<file path="config.mk">
export PLATFORM = sky130hd
export DESIGN_NAME = ocr_inference_sequencer
export DESIGN_NICKNAME = d
export VERILOG_FILES = /design/src/rtl/ocr_inference_sequencer.sv
export SDC_FILE = /design/constraint.sdc
export NUM_CORES = 1
export LEC_CHECK = 0
export ABC_AREA = 1
export BUFFER_PORTS_ARGS = -buffer_cell sky130_fd_sc_hd__buf_2
export CORE_MARGIN = 2
export CORE_UTILIZATION = 60
export CTS_CLUSTER_DIAMETER = 30
export DETAILED_ROUTE_END_ITERATION = 10
export PLACE_DENSITY = 0.78
export SKIP_CTS_REPAIR_TIMING = 1
export SYNTH_ARGS = -nofsm -noshare
export SYNTH_HDL_FRONTEND = slang
export SYNTH_SLANG_ARGS = --single-unit
</file>
<file path="constraint.sdc">
create_clock -name i_Clock -period 10.3 [get_ports i_Clock]
set_input_delay 2.06 -clock i_Clock [delete_from_list [all_inputs] [get_ports i_Clock]]
set_output_delay 2.06 -clock i_Clock [all_outputs]
set_load 0.02 [all_outputs]
</file>
<file path="src/rtl/ocr_inference_sequencer.sv">
// Single-layer linear classifier sequencer: walks pixel/weight memories, accumulates
// one dot product per class, then reports the arg-max digit and its score.
module ocr_inference_sequencer #(
   parameter int unsigned N_INPUTS  = 784,
   parameter int unsigned N_CLASSES = 10,
   parameter int unsigned WEIGHT_W  = 8,
   parameter int unsigned ACC_W     = 32,
   parameter int unsigned DADDR_W   = 10,
   parameter int unsigned WADDR_W   = 13
) (
   input  logic                       i_Clock,
   input  logic                       i_Rst_L,
   input  logic                       i_Data_Ready,
   output logic [DADDR_W-1:0]         o_Data_Addr,
   input  logic signed [31:0]         i_Data_Element,
   output logic [WADDR_W-1:0]         o_Weight_Addr,
   input  logic signed [WEIGHT_W-1:0] i_Weight,
   input  logic                       i_Clear,
   output logic                       o_Busy,
   output logic                       o_Result_Valid,
   output logic [3:0]                 o_Digit,
   output logic signed [ACC_W-1:0]    o_Max_Score,
   output logic [2:0]                 o_State
);

   localparam int unsigned CLS_W = 4;

   typedef enum logic [2:0] {
      S_IDLE    = 3'd0,
      S_MAC     = 3'd1,
      S_DRAIN   = 3'd2,
      S_COMPARE = 3'd3,
      S_DONE    = 3'd4
   } state_t;

   state_t                     state_q, state_d;
   logic                       rdy_q, rdy_d;
   logic [DADDR_W-1:0]         p_q, p_d;
   logic [CLS_W-1:0]           c_q, c_d;
   logic [WADDR_W-1:0]         waddr_q, waddr_d;
   logic signed [ACC_W-1:0]    pix_q, pix_d;
   logic                       mac_v_q, mac_v_d;
   logic signed [ACC_W-1:0]    acc_q, acc_d;
   logic signed [ACC_W-1:0]    best_q, best_d;
   logic [CLS_W-1:0]           best_dig_q, best_dig_d;
   logic [CLS_W-1:0]           digit_q, digit_d;
   logic signed [ACC_W-1:0]    score_q, score_d;
   logic                       busy_q, busy_d;
   logic                       valid_q, valid_d;
   logic [2:0]                 led_q, led_d;

   logic signed [ACC_W-1:0]    wext_c;
   logic signed [ACC_W-1:0]    prod_c;
   logic                       abort_c;
   logic                       take_c;

   always_ff @(posedge i_Clock or negedge i_Rst_L) begin
      if (!i_Rst_L) begin
         state_q    <= S_IDLE;
         rdy_q      <= 1'b0;
         p_q        <= '0;
         c_q        <= '0;
         waddr_q    <= '0;
         pix_q      <= '0;
         mac_v_q    <= 1'b0;
         acc_q      <= '0;
         best_q     <= '0;
         best_dig_q <= '0;
         digit_q    <= '0;
         score_q    <= '0;
         busy_q     <= 1'b0;
         valid_q    <= 1'b0;
         led_q      <= 3'b001;
      end else begin
         state_q    <= state_d;
         rdy_q      <= rdy_d;
         p_q        <= p_d;
         c_q        <= c_d;
         waddr_q    <= waddr_d;
         pix_q      <= pix_d;
         mac_v_q    <= mac_v_d;
         acc_q      <= acc_d;
         best_q     <= best_d;
         best_dig_q <= best_dig_d;
         digit_q    <= digit_d;
         score_q    <= score_d;
         busy_q     <= busy_d;
         valid_q    <= valid_d;
         led_q      <= led_d;
      end
   end

   // Product is formed at ACC_W: identical to truncating the full-width product.
   always_comb begin
      wext_c  = ACC_W'(i_Weight);
      prod_c  = pix_q * wext_c;
      abort_c = i_Clear || !i_Data_Ready;
      take_c  = (c_q == '0) || (acc_q > best_q);

      state_d    = state_q;
      rdy_d      = i_Data_Ready;
      p_d        = p_q;
      c_d        = c_q;
      waddr_d    = waddr_q;
      pix_d      = pix_q;
      mac_v_d    = 1'b0;
      acc_d      = acc_q;
      best_d     = best_q;
      best_dig_d = best_dig_q;
      digit_d    = digit_q;
      score_d    = score_q;

      case (state_q)
         S_IDLE: begin
            if (!i_Clear && i_Data_Ready && !rdy_q) begin
               state_d = S_MAC;
               p_d     = '0;
               c_d     = '0;
               waddr_d = '0;
               acc_d   = '0;
            end
         end
         S_MAC: begin
            if (!abort_c) begin
               pix_d   = ACC_W'(i_Data_Element);
               mac_v_d = 1'b1;
               if (mac_v_q) acc_d = acc_q + prod_c;
               if (p_q == DADDR_W'(N_INPUTS - 1)) begin
                  p_d     = '0;
                  waddr_d = '0;
                  state_d = S_DRAIN;
               end else begin
                  p_d     = p_q + DADDR_W'(1);
                  waddr_d = waddr_q + WADDR_W'(1);
               end
            end
         end
         S_DRAIN: begin
            if (!abort_c) begin
               acc_d   = acc_q + prod_c;
               state_d = S_COMPARE;
            end
         end
         S_COMPARE: begin
            if (!abort_c) begin
               if (take_c) begin
                  best_d     = acc_q;
                  best_dig_d = c_q;
               end
               if (c_q == CLS_W'(N_CLASSES - 1)) begin
                  state_d = S_DONE;
                  digit_d = take_c ? c_q : best_dig_q;
                  score_d = take_c ? acc_q : best_q;
               end else begin
                  c_d     = c_q + CLS_W'(1);
                  acc_d   = '0;
                  p_d     = '0;
                  waddr_d = WADDR_W'((32'(c_q) + 32'd1) * N_INPUTS);
                  state_d = S_MAC;
               end
            end
         end
         S_DONE: begin
            if (i_Clear) state_d = S_IDLE;
         end
         default: state_d = S_IDLE;
      endcase

      // Any abort from a busy state discards the partial run.
      if ((state_q == S_MAC || state_q == S_DRAIN || state_q == S_COMPARE) && abort_c) begin
         state_d = S_IDLE;
         p_d     = '0;
         c_d     = '0;
         waddr_d = '0;
         acc_d   = '0;
         mac_v_d = 1'b0;
      end

      busy_d  = (state_d == S_MAC) || (state_d == S_DRAIN) || (state_d == S_COMPARE);
      valid_d = (state_d == S_DONE);
      led_d   = (state_d == S_IDLE) ? 3'b001 : ((state_d == S_DONE) ? 3'b100 : 3'b010);
   end

   assign o_Data_Addr    = p_q;
   assign o_Weight_Addr  = waddr_q;
   assign o_Busy         = busy_q;
   assign o_Result_Valid = valid_q;
   assign o_Digit        = digit_q;
   assign o_Max_Score    = score_q;
   assign o_State        = led_q;

endmodule
</file>
# ---- Yosys cells after proc, flatten, opt, wreduce, memory -nomap -nowiden
# Index checks and enable logic that the tools add are counted.
# Widths: inputs -> output; s select.
dict set report classes {
  add_sub_neg 5
  mul 2
  order_cmp 1
  n_eq_ne 16
  n_mux 43
  n_bitwise 1
  reduce_logical 24
}
# cell n
set op_table {}
lappend op_table {{$mux 32} 8}
lappend op_table {{$pmux 32 s4} 1}
lappend op_table {{$mux 13} 6}
lappend op_table {{$mux 10} 6}
lappend op_table {{$pmux 13 s3} 1}
lappend op_table {{$add 32x32->32} 1}
lappend op_table {{$gt 32x32->1} 1}
lappend op_table {{$mul 32x8->32} 1}
lappend op_table {{$mux 3} 10}
lappend op_table {{$pmux 10 s3} 1}
lappend op_table {{$mux 4} 5}
lappend op_table {{$ne 3x2->1 const B} 5}
lappend op_table {{$pmux 3 s5} 1}
lappend op_table {{$add 13x1->13 const B} 1}
lappend op_table {{$eq 3x2->1 const B} 4}
lappend op_table {{$add 10x1->10 const B} 1}
lappend op_table {{$eq 10x10->1 const B} 1}
lappend op_table {{$mul 5x6->9 const B} 1}
lappend op_table {{$pmux 4 s2} 1}
lappend op_table {{$reduce_and 7->1} 1}
lappend op_table {{$eq 3x1->1 const B} 2}
lappend op_table {{$eq 3x3->1 const B} 2}
lappend op_table {{$logic_not 3->1} 2}
lappend op_table {{$logic_or 1x1->1} 6}
lappend op_table {{other kinds (16)} 23}
dict set report totals {
  regBits 173
  out_inout_bits 64
  elab_cells 107
}

# ---- Logic depth before layout (Yosys ltp)
# Gate-level depths: netlist (run 1).
dict set report logic_depth {
  depth_word 9
  depth_mapped 23
}

# ---- Least setup slack after synthesis (run 1)
# Ideal clock, no wire load.
dict set report synth_timing {
  path_kind {input port to flip-flop}
  start {input port i_Weight[4]}
  end {register acc_q[18]}
  arrival_ns 6.617
  t_required_ns 10.179
  slack_ns 3.563
  path_stages 20
  cell_sequence {clkbuf_1 > buf_1 > nand2_1 > fa_1 > fa_1 > inv_1 > fa_1 > fa_1 > fa_1 > ha_1 > a21oi_1 > o21ai_0 > a21o_1 > nand2_1 > nand2_1 > inv_1 > o21ai_0 > a21oi_2 > o21ai_1 > nand2_1}
}
dict set report synth_via {
  elab_chain_len 6
  word_cells_on_any_way 7
  classes_between {add/sub: 1; mul: 1; mux: 5}
}
# item line
set synth_rtl {}
lappend synth_rtl {{start: declaration} 17} ;# input logic signed [WEIGHT_W-1:0] i_Weight,
lappend synth_rtl {{$mul 32x8->32 *} 96} ;# prod_c = pix_q * wext_c;
lappend synth_rtl {{$add 32x32->32 *} {127, 140}}
lappend synth_rtl {{$mux 32} 127} ;# if (mac_v_q) acc_d = acc_q + prod_c;
lappend synth_rtl {{$mux 32} 124} ;# if (!abort_c) begin
lappend synth_rtl {{$pmux 32 s4 *} 113} ;# case (state_q)
lappend synth_rtl {{$mux 32 *} 170} ;# if ((state_q == S_MAC || state_q == S_DRAIN || state_q == S_COMPARE) && abort_c) begin
lappend synth_rtl {{end signal: assignment} 66} ;# acc_q <= '0;
lappend synth_rtl {{end signal: assignment} 82} ;# acc_q <= acc_d;
lappend synth_rtl {{end: declaration} 43} ;# logic signed [ACC_W-1:0] acc_q, acc_d;
# Mark *: on every way between the ends. The rest lies on a longest branch, timed or not. The select of a mux whose other input is x is not followed.
# A chain may end at the register's enable or synchronous reset.

# ---- Final worst setup path (run 1)
dict set report layout_timing {
  start {input port i_Weight[7]}
  end {register acc_q[17]}
}
# Same word-level chain as after synthesis.

==> key figures, run 1 <==
Finish
  – Non-filler cells, final: roughly 2500
  – Layout area overhead: 7.59%
  – Fillers: between 2000 and 2500
  – Layout cells sized above 1: under 10%
  – Ant diodes: 0
  – Net count, final: 2482

Global route
  – Tot GR Track Use: between 30% and 40%
  – Via count of the first global-routing pass: roughly 14000
  – Antenna violations before repair: 0
  – First-pass GRT wire length: between 60000 and 70000 um
  – Grt ovf: 0
  – Largest net degree at the start of global routing: 74

Detailed routing
  – Avg WL per Cell: approximately 17 um
  – Router iterations before antenna repair: 7
  – Vias: about 14000
  – Met1 Wirelength: about 18000 um
  – # DRC: 0
  – Met2 wire length: between 15000 and 20000 um
  – Routed Wire Length: ~41000 um
  – Max Used Layer: met4
  – Final ANT Viol Nets: 0
  – Vias per std cell: ~5.5
  – Drt first-iter violations: between 1000 and 1500
  – Met3 WL: 2940 um

Critical path
  – Cells on worst reg2reg path: 17
  – Worst Setup EP: acc_q[17]$_DFFE_PN0P_
  – Slowest CP cell: fa_1
  – Setup CP Type: in -> reg
  – Crit-path max cell delay: 0.59 ns
  – Reg2Reg Setup Slack: approximately 5.0 ns
  – Critical Path Source Type: input port
  – Critical path required time: between 10 and 15 ns
  – Worst r2r src: pix_q[0]$_DFFE_PN0P_
  – FF-to-FF End: acc_q[17]$_DFFE_PN0P_
  – CP most frequent cell: fa_1
  – CP max FO: 25
  – Critical path startpoint: i_Weight[7]
  – Critical path capture point type: flip-flop
  – Critical Path AT: around 7 ns
  – Crit path cell chain: buf_2 -> inv_1 -> buf_4 -> or2_2 -> fa_1 -> fa_1 -> inv_1 -> fa_1 -> fa_1 -> fa_1 -> ha_1 -> nand2_1 -> nor2_1 -> a21oi_1 -> o21ai_0 -> inv_1 -> o21ai_0 -> nand2_1 -> nand2_1 -> o22ai_1

STA
  – Final hold vios: 0
  – # setup viols final: 0
  – Tcrit/Tclk final: roughly 65%
  – Worst slew pin tran: around 1.2 ns
  – Clock skew: around 0.018 ns
  – Max_slew headroom: between 20% and 30%
  – Min Tclk post-route: 6.71 ns
  – Setup TNS: 0 ns
  – Max Freq: roughly 150 MHz
  – RSZ-0062 raised after global routing: false
  – Max Slew Vio Count: 0

Place
  – Port-buffer cells: between 100 and 150
  – Post-Place Cells: ~2500
  – RePlAce Congestion: 0.968
  – Dpl hpwl: approximately 31000 um

Clocking
  – CTS root buf: clkbuf_16
  – # clock sinks: 172
  – Later-pin clock latency in the skew report: 0.45 ns
  – Total CTS buffers: 17
  – CTS H-tree lvls: 4
  – CTS tree: built
  – Clock-pin slew on the worst setup and hold paths: 0.07 ns
  – Maximum clock insertion buffer count: 2

Status
  – Status: completed

Logic synthesis
  – Async S/R FF share, synth: 100%
  – Avg Cell Area, Syn: 7.85 um2
  – Synthesized area: between 15000 and 20000 um2
  – Syn nets: approximately 2400
  – Register area share after synthesis: 26.2%
  – Seq cells post-synth: ~170
  – Yosys cell types: 54
  – EDFF count, synth: 0
  – Post-Syn Instances: roughly 2100
  – Most used DFF post-synth: dfrtp_1
  – Yosys Warn Count: 0

Floorplanning
  – I/O pins: approximately 110
  – CORE AREA: 27000 um2
  – Rows: 60
  – Initial core utilization: between 60% and 70%
  – Die Span Y: about 170 um
  – Die area: roughly 29000 um2
  – Die Width: around 170 um

Flow run
  – MaxCap Viol Count: 0

Worst hold path
  – Hold Crit Class: reg -> reg
[metrics by stage]
step	setup WS (ns)	hold WS [ns]	cell area (um2)	util [%]
detailed placement	3.17	0.460	17100	63.4
floorplan	3.56	0.442	16500	-
finish	3.59	0.479	17700	65.7
CTS	3.63	0.480	17700	65.7
global placement	3.28	0.460	17100	63.4
global route	3.17	0.499	17700	65.7
[layout make-up]
| class | instances | area (um2) | share of cell area (%) |
|---|---|---|---|
| multi-input combinational | 1449 | 10300 | 58.2 |
| sequential | 172 | 4310 | 24.3 |
| inverter | 386 | 1450 | 8.18 |
| timing repair buffer | 114 | 594 | 3.36 |
| tap | 341 | 427 | 2.41 |
| clock buffer | 17 | 425 | 2.40 |
| clock inverter | 15 | 194 | 1.10 |
[flip-flops by register name, indices dropped and copies added (netlist names), 4 cells and up]
name           count
acc_q             32
best_q            32
o_Max_Score       32
pix_q             32
o_Weight_Addr     13
o_Data_Addr       10
best_dig_q         4
c_q                4
o_Digit            4
[Yosys cell counts (all sizes together), types with 2 or more instances]
cell type	n	area [um2]
nand2	653	2460
inv	385	1450
fa	187	3740
dfrtp	171	4280
nand3	149	763
ha	111	1390
nor2	96	398
o21ai	69	349
a21oi	65	329
clkbuf	64	243
buf	24	151
o22ai	18	113
xor2	17	149
nand4	14	87.6
xnor2	14	123
nor3	8	45.0
or2	7	43.8
a21o	6	45.0
a31oi	5	31.3
o21bai	4	30.0
a21boi	3	22.5
nor4	3	18.8
a211oi	2	15.0
nand3b	2	15.0
nor3b	2	15.0
o221ai	2	17.5
o31ai	2	15.0
[worst max-delay path, delay by kind of cell]
kind,cells,cell delay [ns]
adders and majority gates,6,2.97
AOI/OAI and AO/OA,4,0.80
and+or+nand+nor,5,0.72
buffers and inverters,5,0.46
[cell usage in the layout (no fill, tap or decap), types with 3 or more instances in the layout]
cell type / netlist / final
a21boi_0: 3 / 3
a21o_1: 6 / 6
a21oi_1: 64 / 64
a31oi_1: 5 / 5
buf_2: 10 / 106
buf_4: 5 / 7
clkbuf_16: 0 / 17
clkinv_8: 0 / 4
dfrtp_1: 171 / 171
fa_1: 187 / 187
ha_1: 111 / 111
inv_1: 377 / 377
inv_2: 8 / 8
inv_6: 0 / 4
inv_8: 0 / 3
nand2_1: 650 / 650
nand3_1: 147 / 147
nand4_1: 14 / 14
nor2_1: 91 / 90
nor2_4: 5 / 5
nor3_1: 7 / 7
nor4_1: 3 / 3
o21ai_0: 67 / 67
o21bai_1: 4 / 4
o22ai_1: 18 / 18
or2_2: 6 / 6
xnor2_1: 14 / 14
xor2_1: 17 / 17
[kinds of logic (layout without fill, tap and decap cells)]
| logic type | count (synthesis) | after routing | share of synthesized area (%) |
|---|---|---|---|
| xor+xnor | 31 | 31 | 1.65 |
| simple gates | 935 | 935 | 23.4 |
| buf+inv | 474 | 532 | 11.2 |
| mux | 1 | 1 | 0.0608 |
| flops | 172 | 172 | 26.2 |
| fa+ha+maj | 298 | 298 | 31.2 |
| compound gates | 184 | 184 | 6.29 |
[layer usage]
layer / vias to the layer above / track usage [%]
li1: 6497 / -
met1: 6603 / 41.2
met2: 594 / 49.6
met3: 83 / 5.60
met4: 0 / 9.96
met5: - / 0
[worst min-delay path by stage]
stage | slack [ns] | start | cells after the start | end
6_report | 0.48 | o_Max_Score[28]$_DFFE_PN0P_ | 2 | o_Max_Score[28]$_DFFE_PN0P_
5_1_grt | 0.50 | o_Max_Score[25]$_DFFE_PN0P_ | 2 | o_Max_Score[25]$_DFFE_PN0P_
4_1_cts | 0.48 | o_Max_Score[21]$_DFFE_PN0P_ | 2 | o_Max_Score[21]$_DFFE_PN0P_
3_5_place_dp | 0.46 | o_Max_Score[21]$_DFFE_PN0P_ | 2 | o_Max_Score[21]$_DFFE_PN0P_
3_3_place_gp | 0.46 | o_Max_Score[10]$_DFFE_PN0P_ | 2 | o_Max_Score[10]$_DFFE_PN0P_
2_1_floorplan | 0.44 | pix_q[31]$_DFFE_PN0P_ | 2 | pix_q[31]$_DFFE_PN0P_
Power of run 1 is left out: the tool's default activity adds up to more than one toggle a clock period on the data nets, which glitch-free logic cannot reach.
==> run 2: changes to the inputs <==
--- a/config.mk
+++ b/config.mk
@@ -8,7 +8,7 @@
 export ABC_AREA = 1
 export BUFFER_PORTS_ARGS = -buffer_cell sky130_fd_sc_hd__buf_2
 export CORE_MARGIN = 2
-export CORE_UTILIZATION = 60
+export CORE_UTILIZATION = 57
 export CTS_CLUSTER_DIAMETER = 30
 export DETAILED_ROUTE_END_ITERATION = 10
 export PLACE_DENSITY = 0.78
==> constraint.sdc (replaced) <==
create_clock -name i_Clock -period 5.75 [get_ports i_Clock]
set_input_delay 1.15 -clock i_Clock [delete_from_list [all_inputs] [get_ports i_Clock]]
set_output_delay 1.15 -clock i_Clock [all_outputs]
set_load 0.02 [all_outputs]
==> run 2 against run 1 <==
Critical path depth decreased by 1. Count of clock-buffer cells in the layout increased by 1. First-iteration DRC count increased by 5.2%. Via count increased by 2.6%. Setup slack got worse by 3.3 ns. Register-to-register slack got worse by 4.4 ns. Worst hold slack got worse by 0.0029 ns. Final area increased by 4.3%. Non-clock buffer count increased by 82. Global-route usage decreased by 0.69 points. Clock skew decreased by 0.0060 ns. Final cell count increased by 5.0%. Critical endpoint is now acc_q[27]$_DFFE_PN0P_. Largest cell class unchanged.
==> key figures, run 2 (synthesis results as in run 1) <==
Finish
  – Net count, final: 2564
  – Sequential Area: roughly 4300 um2
  – Most frequent cells in the layout: nand2_1 (650), inv_1 (377), fa_1 (187), dfrtp_1 (171), nand3_1 (146)
  – Multi-input gate area: roughly 10000 um2
  – Layout cells sized above 1: ~12%
  – Most common cell after layout, fill and taps aside: nand2_1
  – Ant diodes: 0
  – Fillers: around 2500
  – Layout area overhead: 12.2%

Global route
  – Largest net degree at the start of global routing: 84
  – Tot GR Track Use: approximately 30%
  – Antenna violations before repair: 0
  – Grt ovf: 0
  – First-pass GRT wire length: 72100 um
  – Via count of the first global-routing pass: between 10000 and 15000

Floorplanning
  – Die Span Y: around 170 um
  – Initial core utilization: approximately 58%
  – I/O pins: roughly 110
  – Die area: between 30000 and 40000 um2
  – Rows: 62
  – CORE AREA: approximately 29000 um2
  – Die Width: between 150 and 200 um

Critical path
  – Critical path startpoint: i_Weight[7]
  – Crit path cell chain: buf_2 -> inv_1 -> buf_4 -> nor2_1 -> fa_1 -> fa_1 -> fa_1 -> fa_1 -> ha_1 -> ha_1 -> nand2_1 -> nor2_1 -> inv_1 -> nor3_1 -> nand3_1 -> o211ai_1 -> a21oi_1 -> o21ai_0 -> o21ai_0
  – CP max FO: 16
  – Crit-path leading delay family: adder cells
  – Critical Path AT: 5.74 ns
  – Worst r2r src: pix_q[0]$_DFFE_PN0P_
  – Crit-path max cell delay: approximately 0.53 ns
  – CP most frequent cell: fa_1
  – Critical path capture point type: flip-flop
  – Critical path required time: slightly above 6 ns
  – Slowest CP cell: fa_1
  – CP bufs+invs: 4
  – Setup CP Type: in -> reg
  – Worst Setup EP: acc_q[27]$_DFFE_PN0P_
  – Crit. path cell count: 19
  – Reg2Reg Setup Slack: ~0.62 ns
  – FF-to-FF End: acc_q[28]$_DFFE_PN0P_
  – Critical Path Source Type: input port
  – Cells on worst reg2reg path: 19

STA
  – Clock skew: roughly 0.012 ns
  – # setup viols final: 0
  – RSZ-0062 raised after global routing: false
  – Tcrit/Tclk final: roughly 95%
  – Min Tclk post-route: 5.45 ns
  – Max Slew Vio Count: 0
  – Final hold vios: 0
  – Worst Hold Slack: roughly 0.48 ns
  – Max_slew headroom: a little under a quarter
  – Worst slew pin tran: between 1 and 1.5 ns
  – Max Freq: ~180 MHz

Detailed routing
  – Router iterations before antenna repair: 7
  – Vias per std cell: 5.40
  – Vias: about 14000
  – # DRC: 0
  – Routed Wire Length: roughly 42000 um
  – Drt first-iter violations: roughly 1200
  – Avg WL per Cell: approximately 16 um
  – Final ANT Viol Nets: 0

Clocking
  – # clock sinks: roughly 170
  – CTS root buf: clkbuf_16
  – CTS tree: built
  – Total CTS buffers: 17
  – Maximum clock insertion buffer count: 2
  – CTS H-tree lvls: 4
  – Later-pin clock latency in the skew report: 0.45 ns
  – Clock-pin slew on the worst setup and hold paths: 0.07 ns

Place
  – Port-buffer cells: 107
  – RePlAce Congestion: 0.921
  – Dpl hpwl: between 30000 and 40000 um

Flow run
  – MaxCap Viol Count: 0

Status
  – Status: completed

Worst hold path
  – Hold Crit Class: reg -> reg
  – Hold Startpoint: o_Digit[3]$_DFFE_PN0P_
run 2: cell types whose count changed in the layout (fill, tap and decap cells not counted), moves of 2 or more:
cell,delta
buf_4,+75
bufinv_16,+2
clkinv_2,+2
buf_12,+7
clkinv_8,-4
run 2: worst reg2reg max path: cells and delay by family (launching register included):
| family | cells | cell delay, ns |
|---|---|---|
| AOI/OAI and AO/OA | 5 | 0.68 |
| adders and majority gates | 6 | 2.86 |
| buffers and inverters | 3 | 0.36 |
| DFF | 1 | 0.50 |
| and+or+nand+nor | 5 | 0.65 |
run 2: layer usage:
layer | global-route usage, % | part of all wire [%] | wire length, um
met5 | 0 | 0 | 0
met4 | 8.82 | 2.6 | 1110
met3 | 5.27 | 7.5 | 3200
met2 | 50.1 | 48 | 20300
met1 | 39.4 | 42 | 17900
run 2: area by class of cell:
class	instances	area share (%)
well taps	384	2.60
clock buffers	18	2.38
flip-flops and latches	172	23.3
multi-input cells	1449	55.9
clock inverters	14	0.976
repair buffers	196	7.03
inverters	386	7.85
run 2: stage by stage:
stage	utilization [%]	cell area (um2)	setup TNS [ns]	cells	setup WS [ns]
after floorplan	-	16500	0	2095	0.0166
after global placement	62.5	17800	-0.722	2587	-0.0911
after detailed placement	62.5	17800	-1.26	2587	-0.135
after CTS	64.7	18500	0	2619	0.315
after global routing	64.7	18500	0	2619	0.00440
final	64.7	18500	0	2619	0.301
run 2: how the worst min path moves through the flow:
stage	endpoint	cells past startpoint	slack [ns]
floorplan	pix_q[31]$_DFFE_PN0P_	2	0.44
global placement	o_Max_Score[1]$_DFFE_PN0P_	2	0.46
detailed placement	pix_q[31]$_DFFE_PN0P_	2	0.46
CTS	pix_q[31]$_DFFE_PN0P_	2	0.48
global route	best_q[22]$_DFFE_PN0P_	2	0.50
finish	o_Digit[3]$_DFFE_PN0P_	2	0.48
Power of run 2 is left out for the same reason.
